**src/rtl/button_conditioner.sv**
```systemverilog
// Button front end: sync, debounce, press/auto-repeat detection and a conflict-free
// arbiter that produces one-cycle up/down/load commands for the downstream counter.

module button_conditioner_chan #(
   parameter int DEBOUNCE_BITS = 16,
   parameter int REPEAT_BITS   = 24,
   parameter int REPEAT_EN     = 1
) (
   input  logic clk_i,
   input  logic rst_i,
   input  logic raw_i,
   output logic lvl_o,
   output logic cand_o
);
   typedef enum logic {IDLE, HELD} state_t;

   state_t                   state_q;
   logic                     sync0_q, sync1_q, lvl_q;
   logic [DEBOUNCE_BITS-1:0] cnt_q;
   logic [REPEAT_BITS-1:0]   rpt_q;
   logic                     accept, rise, fall, press_c, repeat_c;

   assign accept   = (sync1_q != lvl_q) && (&cnt_q);
   assign rise     = accept && !lvl_q;
   assign fall     = accept && lvl_q;
   assign press_c  = (state_q == IDLE) && rise;
   // A release landing on the wrap edge wins over the repeat.
   assign repeat_c = (REPEAT_EN != 0) && (state_q == HELD) && (&rpt_q) && !fall;
   assign cand_o   = press_c || repeat_c;
   assign lvl_o    = lvl_q;

   always_ff @(posedge clk_i) begin
      if (rst_i) begin
         sync0_q <= 1'b0;
         sync1_q <= 1'b0;
         lvl_q   <= 1'b0;
         cnt_q   <= '0;
         rpt_q   <= '0;
         state_q <= IDLE;
      end else begin
         sync0_q <= raw_i;
         sync1_q <= sync0_q;
         if (sync1_q == lvl_q) begin
            cnt_q <= '0;
         end else if (&cnt_q) begin
            lvl_q <= sync1_q;
            cnt_q <= '0;
         end else begin
            cnt_q <= cnt_q + DEBOUNCE_BITS'(1);
         end
         case (state_q)
            IDLE: begin
               rpt_q <= '0;
               if (rise) state_q <= HELD;
            end
            HELD: begin
               if (fall) begin
                  state_q <= IDLE;
                  rpt_q   <= '0;
               end else begin
                  rpt_q <= (REPEAT_EN != 0) ? rpt_q + REPEAT_BITS'(1) : '0;
               end
            end
            default: begin
               state_q <= IDLE;
               rpt_q   <= '0;
            end
         endcase
      end
   end
endmodule

module button_conditioner #(
   parameter int DEBOUNCE_BITS = 16,
   parameter int REPEAT_BITS   = 24,
   parameter int AUTO_REPEAT   = 1
) (
   input  logic systemClock,
   input  logic resetButton,
   input  logic upButton,
   input  logic downButton,
   input  logic loadButton,
   output logic upPulse,
   output logic downPulse,
   output logic loadPulse,
   output logic upLevel,
   output logic downLevel,
   output logic loadLevel
);
   logic up_cand, down_cand, load_cand;
   logic up_pulse_q, down_pulse_q, load_pulse_q;

   button_conditioner_chan #(
      .DEBOUNCE_BITS(DEBOUNCE_BITS), .REPEAT_BITS(REPEAT_BITS), .REPEAT_EN(AUTO_REPEAT)
   ) u_up (
      .clk_i(systemClock), .rst_i(resetButton), .raw_i(upButton),
      .lvl_o(upLevel), .cand_o(up_cand)
   );

   button_conditioner_chan #(
      .DEBOUNCE_BITS(DEBOUNCE_BITS), .REPEAT_BITS(REPEAT_BITS), .REPEAT_EN(AUTO_REPEAT)
   ) u_down (
      .clk_i(systemClock), .rst_i(resetButton), .raw_i(downButton),
      .lvl_o(downLevel), .cand_o(down_cand)
   );

   button_conditioner_chan #(
      .DEBOUNCE_BITS(DEBOUNCE_BITS), .REPEAT_BITS(REPEAT_BITS), .REPEAT_EN(0)
   ) u_load (
      .clk_i(systemClock), .rst_i(resetButton), .raw_i(loadButton),
      .lvl_o(loadLevel), .cand_o(load_cand)
   );

   // Load dominates; simultaneous up and down cancel. Losers are dropped.
   always_ff @(posedge systemClock) begin
      if (resetButton) begin
         up_pulse_q   <= 1'b0;
         down_pulse_q <= 1'b0;
         load_pulse_q <= 1'b0;
      end else begin
         load_pulse_q <= load_cand;
         up_pulse_q   <= up_cand && !down_cand && !load_cand;
         down_pulse_q <= down_cand && !up_cand && !load_cand;
      end
   end

   assign upPulse   = up_pulse_q;
   assign downPulse = down_pulse_q;
   assign loadPulse = load_pulse_q;
endmodule

```
**config.mk**
```make
export PLATFORM = sky130hd
export DESIGN_NAME = button_conditioner
export DESIGN_NICKNAME = d
export VERILOG_FILES = /design/src/rtl/button_conditioner.sv
export SDC_FILE = /design/constraint.sdc
export NUM_CORES = 1
export LEC_CHECK = 0
export ABC_AREA = 1
export CORE_MARGIN = 5
export CORE_UTILIZATION = 55
export CTS_BUF_LIST = sky130_fd_sc_hd__clkbuf_4 sky130_fd_sc_hd__clkbuf_8 sky130_fd_sc_hd__clkbuf_16
export DETAILED_ROUTE_END_ITERATION = 6
export GPL_TIMING_DRIVEN = 0
export HOLD_SLACK_MARGIN = 0.15
export PLACE_DENSITY = 0.71
export SLEW_MARGIN = 20
export SYNTH_ARGS = -nofsm -noshare
export SYNTH_HDL_FRONTEND = slang
export SYNTH_SLANG_ARGS = --single-unit
export TNS_END_PERCENT = 20
```
**constraint.sdc**
```tcl
create_clock -name systemClock -period 1.4 [get_ports systemClock]
set_input_delay 0.28 -clock systemClock [delete_from_list [all_inputs] [get_ports systemClock]]
set_output_delay 0.28 -clock systemClock [all_outputs]
set_load 0.1 [all_outputs]
```
=== Yosys cells after proc, flatten, opt, wreduce, memory -nomap -nowiden ===
Cells that the tools add are included.

* Add/sub/neg operators: 5
* Eq/ne operators: 6
* Muxes and demuxes: 13
* Bitwise operators: 6
* Reductions and logical operators: 41

{| class="wikitable"
|+ Operators with widths
! cell !! count
|-
| $pmux 24 s2 || 2
|-
| $reduce_and 17->1 || 3
|-
| $add 16x1->16 const B || 3
|-
| $add 24x1->24 const B || 2
|-
| $mux 24 || 2
|-
| $reduce_and 16->1 || 3
|-
| $reduce_and 24->1 || 2
|-
| $logic_and 1x1->1 || 20
|-
| $reduce_or 3->1 || 3
|-
| $logic_not 1->1 || 8
|-
| $mux 1 || 6
|-
| $not 1->1 || 6
|-
| $pmux 1 s2 || 3
|-
| $eq 1x1->1 || 3
|-
| $ne 1x1->1 || 3
|-
| $logic_or 1x1->1 || 2
|}

* Bits in registers: 111
* Output and inout bits: 6
* Logic and storage cells: 91

=== Depth between registers and ports, before layout ===
Gate-level depths: netlist (run 1).

* Word-level depth: 9
* Depth in mapped cells: 10
* Mapped depth without buffers: 10

=== By module ===
A second synthesis (run 1) with hierarchy kept.

* Cells, all modules: 746
* Area total of the unflattened synthesis: 5410.2 um^2

{| class="wikitable"
|+ Modules (own cells, without submodules)
! module !! times used !! cells each !! area each (um^2)
|-
| button_conditioner_chan (u_down ...) || 2 || 303 || 2162.1
|-
| button_conditioner_chan (u_load) || 1 || 126 || 979.7
|-
| button_conditioner || 1 || 14 || 106.4
|}

=== Least setup slack after synthesis (run 1) ===
No wires, ideal clock.

* Path kind: register to register
* Start: reg u_up.lvl_q, in the netlist u_up.lvl_o
* End: reg u_up.rpt_q[11]
* Setup time: 0.124 ns
* Data arrival time: 1.802 ns
* Required time: 1.276 ns
* Setup slack: -0.526 ns
* Cell stages (with the launch flop): 7
* Path buffers: 1
* Cells stage by stage: dfxtp_1 > nand2_1 > nor3_4 > inv_2 > nand3_2 > buf_6 > nor3b_1

* Word-level cells in the longest chain between the ends: 5

{| class="wikitable"
|+ Ends and longest elaborated chain
! what !! line !! RTL
|-
| from (decl) || 18 || <nowiki>logic sync0_q, sync1_q, lvl_q;</nowiki>
|-
| from (signal assigned) || 46 || <nowiki>lvl_q <= sync1_q;</nowiki>
|-
| $ne 1x1->1 || 23 || <nowiki>assign accept = (sync1_q != lvl_q) && (&cnt_q);</nowiki>
|-
| $logic_and 1x1->1 || 23 ||
|-
| $logic_and 1x1->1 (*) || 25 || <nowiki>assign fall = accept && lvl_q;</nowiki>
|-
| $mux 24 (*) || 57 || <nowiki>if (fall) begin</nowiki>
|-
| $pmux 24 s2 (*) || 51 || <nowiki>case (state_q)</nowiki>
|-
| to (signal assigned) || 61 || <nowiki>rpt_q <= (REPEAT_EN != 0) ? rpt_q + REPEAT_BITS'(1) : '0;</nowiki>
|-
| to (decl) || 20 || <nowiki>logic [REPEAT_BITS-1:0] rpt_q;</nowiki>
|}

Every way passes the cells marked *; elsewhere a longest branch is shown, timed or not.
A chain may end at the register's enable or synchronous reset.

=== Final worst setup path (run 1) ===
* Start: reg u_down.cnt_q[0]
* End: reg u_down.cnt_q[10]

* Word-level cells in the longest chain between the ends: 2
* Elaborated cells between the ends (all ways): 3

{| class="wikitable"
|+ Ends and longest elaborated chain
! what !! line !! RTL
|-
| from (decl) || 19 || <nowiki>logic [DEBOUNCE_BITS-1:0] cnt_q;</nowiki>
|-
| from (signal assigned) || 49 || <nowiki>cnt_q <= cnt_q + DEBOUNCE_BITS'(1);</nowiki>
|-
| branches (longest 2 deep; another with $add 16x1->16) || n/a ||
|}

Several ways; the timed one is not identified.

==> results.ini, run 1 <==
[status]
status = complete, but fails checks
violations = negative setup slack

[sta]
finalClockSkew_ns = 0.0123
setup_violations = 95
slew_headroom_pct = 60.0
rsz0062_at_grt = yes
clock.fmax_mhz = 639
period_share_pct = 112
fin_hold_ws_ns = 0.415
worst_slack_ns = -0.166
post-route-min-period_ns = 1.57
worst_slew_pin_slew_ns = 0.600
drv_slew = 0
finalHoldViolCount = 0

[worst_setup_path]
crit_chain = ha_4 -> nand2_4 -> nor2_4 -> nand3_4 -> nor2_4 -> buf_6 -> inv_4 -> nand3_4 -> buf_6 -> nor2_2 -> o21a_1
worst-path-buf-inv = 3
end_kind = flip-flop
cp_data_required_time_ns = 1.68
max_stage_delay_ns = 0.37
cp-start-kind = flip-flop
cp_slowest_cell = dfxtp_2
crit_family = simple AND/OR/NAND/NOR gates
worstPathMaxFanout = 5
crit_arrival_ns = 1.84
cp-startpoint = u_down.cnt_q[0]$_SDFF_PP0_
critPathKind = reg2reg
r2r_start = u_down.cnt_q[0]$_SDFF_PP0_

[yosys]
yosysMostFrequentCell = nand2_1
synth_top_cell_by_area = dfxtp_1
synth_area_um2 = 5200
ys_top_cells_by_area = dfxtp_1 43%, nand2_1 9.6%, nor2_1 8.6%, inv_1 5.7%, xor2_1 4.4%
synthFlopType = dfxtp_1
synth-edff-count = 0
syn-mean-instance-area_um2 = 7.59
ys_types = 39
synthTopCellsByCount = 133 x nand2_1, 119 x nor2_1, 111 x dfxtp_1, 79 x inv_1, 35 x nand3_1
yosys_register_bits = 111
synthArstFlopShare_pct = 0
synthCells = 685
yosysTopAreaCellShare_pct = 42.7
syn-num-nets = 695
ys_seq_area_share_pct = 42.7
ys_warn_count = 0

[clock_tree]
cts.sinks = 111
htreeDepth = 3
cts-hold-fix-buffers = 0
clk_latency_ns = 0.38
clk_pin_slew_ns = 0.11
cts_tree = done
clock_path_buffers = 2
cts_made_buffers = 9
cts-root-buf = clkbuf_8

[routing]
antenna_left = 0
avgRoutedWirePerCell_um = 12.5
first_pass_iters = 4
via_per_inst = 5.00
routed_wl_mm = 11.1
num_vias = 4436
drtIter0Drc = 179
drc = 0

[grt]
grt_pass1_wl_mm = 18.3
grt_overflow = 0
grt_max_degree = 20
track_usage_pct = 19.3
antenna_found_initial = 0
grt_pass1_vias = 4283

[floorplanning]
initial_utilization_pct = 56.3
io_pins = 11
die_height_um = 107
rows = 35
die_w_um = 107
core-area_um2 = 9240
dieArea_um2 = 11500

[hold_path]
hold_path.startpoint = upButton
hold_class = in2reg

[power_and_ir_drop]
p_leak_uw = 0.00242
powerDensity_nw_per_um2 = 796
irDropWorstVdd_mv = 0.647

[cells_and_area]
stdcell_count = 888
syn_to_final_growth_pct = 25.9
finalNetCount = 764
fin_util_pct = 70.8
antennaDiodeCount = 0
final_area_um2 = 6550
drive_gt1_share_pct = 28.5

[placed_design]
dpl-instance-area_um2 = 5480
io_buffer_count = 10
gp_congestion = 0.829
dp_cells = 824
hpwl_mm = 7.03

[job]
maxCapViolCount = 0

[report_power, final]
group          switching, uW  internal [uW]  leakage, uW  total (uW)
registers               7.21           3160     0.000909        3160
clock network           1110            848     0.000102        1960
logic                   49.7           35.5      0.00141        85.2
total                   1170           4040      0.00242        5210
[metrics by stage]
| step | TNS (ns) | total power [uW] | worst slack [ns] |
|---|---|---|---|
| after detailed placement | -27.51 | 3310 | -0.454 |
| after CTS | -10.92 | 5250 | -0.176 |
| after global placement | -23.96 | 3310 | -0.429 |
| after floorplan | -3.14 | 3290 | -0.103 |
| final | -7.90 | 5210 | -0.166 |
| after global routing | -16.93 | 5420 | -0.239 |
[cell families after synthesis]
kind of cell / share of synthesized area [%]
buffers and inverters: 7.65
adder cells (fa/ha/maj): 1.20
AO/OA/AOI/OAI: 6.35
flip-flops: 42.7
XOR/XNOR: 7.56
AND/OR/NAND/NOR: 34.5
[worst reg2reg max path, delay by kind of cell, from the launching register on]
family / cells / cell delay, ns
compound gates: 1 / 0.09
simple gates: 6 / 0.56
flops: 1 / 0.37
fa+ha+maj: 1 / 0.15
buf+inv: 3 / 0.31
[sequential cells by signal (all words and copies together) (netlist names), named ones only]
register / count
downPulse: 1
loadPulse: 1
u_down.cnt_q: 16
u_down.lvl_o: 1
u_down.rpt_q: 24
u_down.sync0_q: 1
u_down.sync1_q: 1
u_load.cnt_q: 16
u_load.lvl_o: 1
u_load.sync0_q: 1
u_load.sync1_q: 1
u_up.cnt_q: 16
u_up.lvl_o: 1
u_up.rpt_q: 24
u_up.sync0_q: 1
u_up.sync1_q: 1
upPulse: 1
[layout make-up]
| type | instances | area [um2] |
|---|---|---|
| plain buffers | 8 | 93.8 |
| clock buffers | 9 | 124 |
| clock inverters | 7 | 77.6 |
| fillers | 714 | 2700 |
| inverters | 84 | 318 |
| multi-input cells | 482 | 2960 |
| flip-flops and latches | 111 | 2270 |
| well taps | 129 | 161 |
| repair buffers | 58 | 547 |
[placed cells by master, fill, tap and decap left out, types with 13 or more instances in the layout]
master	synthesis	final
a21oi_1	32	30
buf_4	0	41
buf_6	7	13
dfxtp_1	111	86
dfxtp_2	0	20
inv_1	79	71
nand2_1	133	120
nand2_2	5	14
nand3_1	35	27
nor2_1	119	107
nor2_2	12	15
nor2_4	10	19
nor3_1	18	14
xnor2_1	17	15
xor2_1	26	26
[path summary, 6_finish.rpt]
check / to / slack [ns] / depth (start not counted)
worst min-delay path: u_up.sync0_q$_SDFF_PP0_ / 0.41 / 3
worst min register to register: u_up.sync1_q$_SDFF_PP0_ / 0.42 / 2
worst max register to register: u_down.cnt_q[10]$_SDFF_PP0_ / -0.17 / 11
worst max-delay path: u_down.cnt_q[10]$_SDFF_PP0_ / -0.17 / 11
[per-layer routing]
layer | global-route usage [%] | vias to the layer above | part of all wire [%]
li1 | - | 2308 | -
met2 | 34.8 | 56 | 51
met5 | 0 | - | 0
met1 | 23.1 | 2060 | 45
met3 | 4.09 | 12 | 2.8
met4 | 5.30 | 0 | 1.4
[repair_timing]
action / CTS / global route
hold endpoints to repair: 0 / 0
resized for setup: 85 / 82
gates cloned: 3 / 2
setup endpoints to repair: 105 / 104
buffers inserted: 24 / 19
pin swaps: 22 / 37
Note: power is estimated with default switching activity, not from simulation.
==> inputs of run 2 (changes only) <==
- GPL_TIMING_DRIVEN: 0 -> not set
- PLACE_DENSITY: 0.71 -> 0.68
- clock period: 1.4 -> 1.65 ns (I/O delays scaled with it)
==> results.ini, run 2 (same netlist as run 1, synthesis figures left out) <==
[clock_tree]
cts.sinks = 111  ; unchanged
clock_path_buffers = 2  ; unchanged
cts_made_buffers = 9  ; unchanged
clk_pin_slew_ns = 0.11  ; about the same
cts_tree = done
clk_latency_ns = 0.36  ; -0.02 ns
htreeDepth = 3  ; unchanged
cts-root-buf = clkbuf_8

[cells_and_area]
syn_to_final_growth_pct = 14.7
final_common_cell = nand2_1
reg_top3 = u_down.rpt_q x24, u_up.rpt_q x24
fin_util_pct = 64.5  ; -6.3 points
antennaDiodeCount = 0  ; unchanged
drive_gt1_share_pct = 17.5  ; -11 points
finalNetCount = 736  ; -3.7%
layout_common_cells = 131 x nand2_1, 113 x nor2_1, 104 x dfxtp_1

[placed_design]
gp_congestion = 0.810  ; -2.3%
place_ws_ns = 0.0229  ; +0.477 ns
io_buffer_count = 10  ; unchanged
hpwl_mm = 6.83  ; -2.8%

[power_and_ir_drop]
irDropWorstVdd_mv = 0.466  ; -28%
powerDensity_nw_per_um2 = 732  ; -8.0%
power_uw = 4360  ; -16%
p_leak_uw = 0.00212  ; -13%

[sta]
drv_slew = 0  ; unchanged
finalHoldViolCount = 0  ; unchanged
setup_violations = 0  ; -100%
period_share_pct = 94.2  ; -18 points
finalClockSkew_ns = 0.0185  ; +0.00626 ns
post-route-min-period_ns = 1.55  ; -0.0119 ns
finalSetupTns_ns = 0  ; +7.90 ns
worst_slew_pin_slew_ns = 0.414  ; -0.185 ns
slew_headroom_pct = 72.1  ; +12 points
rsz0062_at_grt = yes
clock.fmax_mhz = 644  ; +0.76%
worst_slack_ns = 0.0960  ; +0.262 ns

[floorplanning]
die_height_um = 107  ; unchanged
initial_utilization_pct = 56.3  ; unchanged
rows = 35  ; unchanged
core-area_um2 = 9240  ; unchanged
dieArea_um2 = 11500  ; unchanged
die_w_um = 107  ; unchanged
io_pins = 11  ; unchanged

[routing]
top_layer_used = met4
via_per_inst = 4.87  ; -2.5%
dr_wl_met3_um = 230  ; -27%
num_vias = 4182  ; -5.7%
avgRoutedWirePerCell_um = 10.7  ; -14%
drtIter0Drc = 129  ; -28%
wl_met1_mm = 4.74  ; -4.4%
wl_met2_mm = 4.13  ; -27%
first_pass_iters = 4  ; unchanged
antenna_left = 0  ; unchanged
drc = 0  ; unchanged
routed_wl_mm = 9.18  ; -17%

[grt]
grt_overflow = 0  ; unchanged
grt_pass1_vias = 3987  ; -6.9%
grt_pass1_wl_mm = 16.8  ; -8.1%
track_usage_pct = 17.3  ; -2.0 points
antenna_found_initial = 0  ; unchanged
grt_max_degree = 24  ; +20%

[worst_setup_path]
cp_common_cell = nor2_1
crit_arrival_ns = 1.85  ; about the same
max_stage_delay_ns = 0.36  ; about the same
end_kind = flip-flop
cp_slowest_cell = dfxtp_2
crit_chain = ha_2 -> nand2_2 -> nor2_4 -> nand3_2 -> buf_4 -> nor2_1 -> xor2_1 -> inv_1 -> nor2_1
worstPathMaxFanout = 4  ; -1
critPathKind = reg2reg
reg2reg_slack_ns = 0.1  ; +0.26 ns
crit_family = simple AND/OR/NAND/NOR gates
worst-path-buf-inv = 2  ; -1
cp_data_required_time_ns = 1.95  ; +0.27 ns
cp-start-kind = flip-flop

[status]
status = complete, no violations

[hold_path]
hold_class = reg2reg

[job]
maxCapViolCount = 0  ; unchanged

-- run 2: through the flow --
| step | hold slack [ns] | cell area, um2 | instances |
|---|---|---|---|
| after floorplan | 0.388 | 5200 | 685 |
| after global placement | 0.390 | 5610 | 837 |
| after detailed placement | 0.396 | 5610 | 837 |
| after CTS | 0.411 | 5810 | 852 |
| after global routing | 0.440 | 5960 | 859 |
| final | 0.408 | 5960 | 859 |
-- run 2: worst register-to-register path: stages, from the launching register on --
cell     delay (ns)
dfxtp_2        0.36
ha_2           0.20
nand2_2        0.08
nor2_4         0.16
nand3_2        0.13
buf_4          0.18
nor2_1         0.10
xor2_1         0.15
inv_1          0.05
nor2_1         0.08
-- run 2: cell type report --
class	instances	area [um2]
fillers	835	3280
well taps	129	161
clock buffers	9	124
inverters	84	318
clock inverters	6	68.8
repair buffers	38	394
flip-flops and latches	111	2230
multi-input cells	482	2660
-- run 2: path summary, 6_finish.rpt --
path	endpoint	startpoint	depth (start not counted)
worst max-delay path	u_down.rpt_q[14]$_SDFF_PP0_	u_down.rpt_q[1]$_SDFF_PP0_	9
worst min-delay path	u_up.sync1_q$_SDFF_PP0_	u_up.sync0_q$_SDFF_PP0_	2
worst max register to register	u_down.rpt_q[14]$_SDFF_PP0_	u_down.rpt_q[1]$_SDFF_PP0_	9
worst min register to register	u_up.sync1_q$_SDFF_PP0_	u_up.sync0_q$_SDFF_PP0_	2
-- run 2: power by group --
group	total (uW)	internal [uW]	switching [uW]
Sequential	2690	2680	4.99
Combinational	65.7	29.5	36.2
Clock	1610	706	903
Total	4360	3420	944
-- run 2: what timing repair did --
action | 4_1_cts | 5_1_grt
resized for setup | 1 | 32
pin swaps | 0 | 9
setup endpoints to repair | 1 | 67
buffers inserted | 0 | 7
hold buffers | 0 | 0
-- run 2: routing by layer --
metal | up-vias | GRT usage (%)
met2 | 39 | 28.0
li1 | 2237 | -
met5 | - | 0
met3 | 5 | 3.19
met1 | 1901 | 24.0
met4 | 0 | 4.29
==> inputs of run 3 (changes only) <==
- CAP_MARGIN: not set -> 15
- CTS_CLUSTER_SIZE: not set -> 8
==> results of run 3 <==
The final DEF is identical to that of run 2; final timing and power are the same.
